==> src/rtl/icache_axi_rd_bridge.sv <==
// Single-beat AXI4 read master for the I-cache refill port: one 64-bit AR, one R beat, one-cycle response.
// Optional R-wait watchdog with a drain state is enabled by defining ICACHE_AXI_TIMEOUT_EN.
module icache_axi_rd_bridge #(
    parameter logic [3:0] AXI_ID      = 4'd0,
    parameter int         TIMEOUT_CYC = 256
) (
    input  logic        clk,
    input  logic        rst,
    input  logic        req_ena,
    input  logic [63:0] req_addr,
    output logic [63:0] rsp_data,
    output logic        rsp_valid,
    output logic        rsp_err,
    output logic        arvalid,
    input  logic        arready,
    output logic [31:0] araddr,
    output logic [3:0]  arid,
    output logic [7:0]  arlen,
    output logic [2:0]  arsize,
    output logic [1:0]  arburst,
    input  logic        rvalid,
    output logic        rready,
    input  logic [63:0] rdata,
    input  logic [1:0]  rresp,
    input  logic        rlast
);

    typedef enum logic [2:0] {
        IDLE,
        AR,
        R,
        RSP
`ifdef ICACHE_AXI_TIMEOUT_EN
        , DRAIN
`endif
    } state_t;

    state_t state, state_nxt;

    assign arid    = AXI_ID;
    assign arlen   = 8'd0;
    assign arsize  = 3'b011;
    assign arburst = 2'b01;

    // Address bits above 31, the doubleword offset and RLAST carry no information here.
    logic unused_bits;

`ifdef ICACHE_AXI_TIMEOUT_EN
    localparam int CW = ($clog2(TIMEOUT_CYC + 1) > 8) ? $clog2(TIMEOUT_CYC + 1) : 8;
    localparam logic [CW-1:0] LIMIT = CW'(TIMEOUT_CYC - 1);

    logic [CW-1:0] cnt;
    logic          timed_out;
    logic          expire;

    assign unused_bits = ^{req_addr[63:32], req_addr[2:0], rlast};
    // A beat arriving in the expiry cycle takes priority over the watchdog.
    assign expire = (state == R) && !rvalid && (cnt == LIMIT);

    always_ff @(posedge clk) begin
        if (rst) begin
            cnt       <= '0;
            timed_out <= 1'b0;
        end else begin
            if (state == AR && arready)
                cnt <= '0;
            else if (state == R && !rvalid)
                cnt <= cnt + 1'b1;
            if (state == R)
                timed_out <= expire;
        end
    end
`else
    assign unused_bits = ^{req_addr[63:32], req_addr[2:0], rlast, (TIMEOUT_CYC > 0)};
`endif

    always_ff @(posedge clk) begin
        if (rst)
            state <= IDLE;
        else
            state <= state_nxt;
    end

    always_comb begin
        state_nxt = state;
        arvalid   = 1'b0;
        rready    = 1'b0;
        rsp_valid = 1'b0;
        case (state)
            IDLE: begin
                if (req_ena)
                    state_nxt = AR;
            end
            AR: begin
                arvalid = 1'b1;
                if (arready)
                    state_nxt = R;
            end
            R: begin
                rready = 1'b1;
                if (rvalid)
                    state_nxt = RSP;
`ifdef ICACHE_AXI_TIMEOUT_EN
                else if (expire)
                    state_nxt = RSP;
`endif
            end
            RSP: begin
                rsp_valid = 1'b1;
`ifdef ICACHE_AXI_TIMEOUT_EN
                state_nxt = timed_out ? DRAIN : IDLE;
`else
                state_nxt = IDLE;
`endif
            end
`ifdef ICACHE_AXI_TIMEOUT_EN
            // The abandoned beat must still be consumed before a new AR may go out.
            DRAIN: begin
                rready = 1'b1;
                if (rvalid)
                    state_nxt = IDLE;
            end
`endif
            default: state_nxt = IDLE;
        endcase
    end

    always_ff @(posedge clk) begin
        if (rst) begin
            araddr   <= '0;
            rsp_data <= '0;
            rsp_err  <= 1'b0;
        end else begin
            if (state == IDLE && req_ena)
                araddr <= {req_addr[31:3], 3'b000};
            if (state == R && rvalid) begin
                rsp_data <= rdata;
                rsp_err  <= (rresp != 2'b00);
            end
`ifdef ICACHE_AXI_TIMEOUT_EN
            else if (expire) begin
                rsp_data <= '0;
                rsp_err  <= 1'b1;
            end
`endif
        end
    end

endmodule

==> config.mk <==
export PLATFORM = sky130hd
export DESIGN_NAME = icache_axi_rd_bridge
export DESIGN_NICKNAME = d
export VERILOG_FILES = /design/src/rtl/icache_axi_rd_bridge.sv
export SDC_FILE = /design/constraint.sdc
export NUM_CORES = 1
export LEC_CHECK = 0
export CORE_MARGIN = 4
export CORE_UTILIZATION = 37
export DETAILED_ROUTE_END_ITERATION = 8
export HOLD_SLACK_MARGIN = 0.08
export PLACE_DENSITY = 0.85
export SYNTH_ARGS = -nofsm -noshare
export SYNTH_HDL_FRONTEND = slang
export SYNTH_SLANG_ARGS = --single-unit
==> constraint.sdc <==
create_clock -name clk -period 2.6 [get_ports clk]
set_input_delay 0.26 -clock clk [delete_from_list [all_inputs] [get_ports clk]]
set_output_delay 0.26 -clock clk [all_outputs]
set_load 0.005 [all_outputs]
# Word-level counts from Yosys, hierarchy flattened
# Index checks and enable logic that the tools add are counted.
dict set report word_totals {
  ff_bits 97
  input_bits 136
  out_inout_bits 117
  word_cells 22
}
dict set report classes {
  n_eq_ne 6
  muxes 7
  n_reduce_logical 5
}
# operator count
set op_table {}
lappend op_table {{$mux W3} 3}
lappend op_table {{$pmux W3 S3} 1}
lappend op_table {{$eq A3 B2 Y1 const B} 2}
lappend op_table {{$ne A2 B2 Y1 const B} 3}
lappend op_table {{$eq A3 B1 Y1 const B} 1}
lappend op_table {{$logic_not A3 Y1} 1}
lappend op_table {{$mux W1} 3}
lappend op_table {{$reduce_and A3 Y1} 1}
lappend op_table {{$logic_and A1 B1 Y1} 2}
lappend op_table {{$reduce_bool A2 Y1} 1}

# Logic depth before layout (Yosys ltp)
dict set report logic_depth {
  ltp_word 3
  ltp_mapped 7
  ltp_nobuf 5
}

# Worst setup path after synthesis
# OpenSTA, ideal clock, no wires.
dict set report synth_timing {
  kind {reg-to-reg}
  start {register state[0]}
  end {register state[0]}
  t_arrival_ps 1458
  required_ps 2477
  path_slack_ps 1019
  stages_incl_launch_ff 5
  path_buffers 0
  synth_period_minus_slack_ps 1581
  path_cell_list {dfxtp_1 inv_1 ha_1 a222oi_1 mux2_1}
}
dict set report synth_via {
  elab_chain_len 3
}
# element line_no
set synth_lines {}
lappend synth_lines {{start: declaration} 38} ;# state_t state, state_nxt;
lappend synth_lines {{start signal: assignment} 81} ;# state <= state_nxt;
lappend synth_lines {{$eq A3 B2 Y1, or another cell as far along} 89} ;# case (state)
lappend synth_lines {{$ne A2 B2 Y1 (no line)} -}
lappend synth_lines {{$reduce_and A3 Y1 (no line)} -}
# Several ways; a longest one is shown, not always the timed one.
# A chain may end at the register's enable or synchronous reset.

# Worst setup path after layout
dict set report layout_timing {
  start {register state[0]}
  end {output rready}
}
dict set report layout_via {
  elab_chain_len 2
}
# element line_no
set layout_lines {}
lappend layout_lines {{$eq A3 B2 Y1} 89}
lappend layout_lines {{$mux W1} 89}
lappend layout_lines {{end: declaration} 22} ;# output logic rready,
# No other way between the ends.

==> summary.md <==
| Metric | Value |
|---|---|
| Layout cells sized above 1 | approximately 3.9% |
| Tot GR Track Use | ~18% |
| Final setup viols | 0 |
| Top post-synthesis cells by count | nand2_1, dfxtp_1, a21oi_1, buf_4, clkbuf_1 |
| Num rows | 35 |
| Post-Syn Area | approximately 3500 µm² |
| Number of global-route vias before repair | about 3400 |
| Worst hold path type | in -> reg |
| LEAKAGE | 2.055 nW |
| Seq/Total Area, Yosys | a little over half |
| Final HPWL DP | roughly 8000 µm |
| Latest clock arrival within the worst-skew pair | 0.35 ns |
| Largest net degree at the start of global routing | 62 |
| Total grt overflow | 0 |
| Grt met1 use | about a fifth |
| Most frequent cell after synthesis | nand2_1 |
| Yosys top cell by area | dfxtp_1 |
| N_diodes | 0 |
| First-pass GRT wire length | roughly 17000 µm |
| Max H-tree Level | 3 |
| DR DRC count | 0 |
| Fin. Hold Viols | 0 |
| WP data required | around 2.3 ns |
| Fin nets | 775 |
| Seq cells post-synth | 96 |
| Syn Area/Cell | roughly 7.8 µm² |
| Clk buf depth | 2 |
| Vias | 3519 |
| # port buffers | around 200 |
| CTS buffer count | 9 |
| # IOs | about 250 |
| Worst r2r dst | rsp_data[30] |
| Post-Synthesis Cells | approximately 450 |
| Status | finished, final reports clean |
| Area fraction of the dominant cell type after synthesis | about 54% |
| Hold buffer count at cts | 0 |
| Sink Count | 96 |
| Wire per inst | between 10 and 15 µm |
| Post_cts resized | 0 |
| Reg2Reg Depth | 6 |
| Unrepaired setup endpoints after global routing | false |
| Synth top area cells | dfxtp_1, nand2_1, a21oi_1, buf_4, clkbuf_1 |
| Netlist cell types | 18 |
| Pre-CTS setup slack | 0.6989 ns |
| Most used DFF post-synth | dfxtp_1 |
| CP endpoint kind | primary output |
| Worst setup path category | reg -> out |
| Final core occ | between 60 and 70% |
| Die Wd | between 100 and 150 µm |
| GPL Wtd Cong | about 0.77 |
| Ys async rst share | 0% |
| Post-CTS Setup Inserts | 0 |
| Crit path DAT | 1.62 ns |
| Vias per inst | between 4 and 5 |
| Initial antenna violation count | 0 |
| Reg2Reg Setup Slack | ~0.8 ns |
| Fmax | around 530 MHz |
| CTS clock-pin slew for the worst setup and hold paths | 0.09 ns |
| Met2 usage | 33.06% |
| Setup ws final | between 0.7 and 0.8 ns |
| 1st-iter DRT viols | 96 |
| Max-Cap Viols | 0 |
| Post-synth EDFFs | 0 |
| Fin crit period | around 1.9 ns |
| Crit start category | flip-flop |
| DRT Wirelength | 10570 µm |
| Warnings, synthesis | 0 |
| Worst Setup EP | rready |
| Max rail drop VDD | 347.5 µV |
| GR Layer Usage met3 | 6.557% |
| Reg2reg start | state[0] |
| Clk root buf | clkbuf_8 |
| Gr busiest metal | met2 |
| Initial core utilization | approximately two fifths |
| Drt pass-1 iters | 4 |
| Pwr/cell area | 695.4 nW/µm² |
| Area growth from synthesis to layout | 61.66% |
| CTS tree | built |
| Post-route ant nets | 0 |
| Clk_skew | ~0.012 ns |
| Crit-path max FO | 5 |
| Setup tns final | 0 ns |
| Critical path launch point | state[0] |
| Floorplan core area | roughly 9300 µm² |
| Die area | roughly 11000 µm² |
| Die Y | 105.9 µm |
| Slew Viols, Final | 0 |
| Final period util | 72.15% |
-- layer usage --
metal | vias to the layer above | routed length (µm)
met5 | - | 0
met3 | 18 | 1027
met1 | 1580 | 4037
met4 | 0 | 243
met2 | 163 | 5256
li1 | 1758 | -
-- worst min path at each step --
stage | cells past startpoint | from | to
2_1_floorplan | 2 | req_addr[10] | araddr[10]
3_3_place_gp | 2 | rsp_data[49] | rsp_data[49]
3_5_place_dp | 2 | rsp_data[23] | rsp_data[23]
4_1_cts | 2 | rst | araddr[16]
5_1_grt | 2 | rst | araddr[14]
6_report | 2 | rst | araddr[16]
-- critical path, stage by stage (launching register included) --
cell,delay [ns]
dfxtp_1,0.35
inv_1,0.12
ha_1,0.26
clkdlybuf4s50_1,0.54
-- cell type report --
type / count / area [µm²]
flip-flops and latches: 96 / 1922
well taps: 129 / 161.4
repair buffers: 203 / 2034
inverters: 5 / 18.77
clock buffers: 10 / 127.6
clock inverters: 6 / 75.07
fillers: 789 / 3550
multi-input cells: 319 / 1395
-- flip-flops by register name, summed over array words and instances, names as in the netlist --
register	flops
araddr	29
rsp_data	64
rsp_err	1
state	2
-- placed cells by master (no fill, tap or decap) --
master and instances:
clkdlybuf4s50_1 195, nand2_1 187, bufinv_16 1, ha_1 5, mux2_1 1, mux2i_1 1
conb_1 20, nand2b_1 2, clkinvlp_4 1, a21oi_1 93, nand2_2 1, clkinv_4 1
and2_1 1, clkbuf_8 9, clkbuf_1 1, inv_6 2, dfxtp_1 96, inv_8 1
a222oi_1 1, buf_12 2, buf_4 5, inv_1 5, and2_2 1, buf_2 1
nor3_1 3, nor2_1 3
-- per-stage QoR --
| step | hold slack, ns | cells | power (mW) | instance area (µm²) |
|---|---|---|---|---|
| 3_3_place_gp | 0.4416 | 752 | 2.995 | 5532 |
| 2_1_floorplan | 0.3960 | 471 | 2.367 | 3615 |
| 3_5_place_dp | 0.4467 | 752 | 3.041 | 5532 |
| 5_1_grt | 0.3128 | 768 | 4.238 | 5734 |
| 6_report | 0.3142 | 768 | 3.988 | 5734 |
| 4_1_cts | 0.2961 | 768 | 4.045 | 5734 |
-- cell families (layout without fill, tap and decap cells) --
kind of cell	count (synthesis)	count (layout)	synth area share (%)
simple gates	198	198	21.38
other cells	2	20	0.2117
fa+ha+maj	5	5	1.764
flops	96	96	54.18
compound gates	94	94	13.40
mux	2	2	0.5996
buf+inv	56	224	8.465
-- where the power goes --
part,internal (mW),switching [mW],total [mW]
registers,1.67,0.108,1.78
logic,0.656,0.561,1.22
clock network,0.461,0.534,0.995
total,2.78,1.20,3.99
Note: power is estimated with default switching activity, not from simulation.
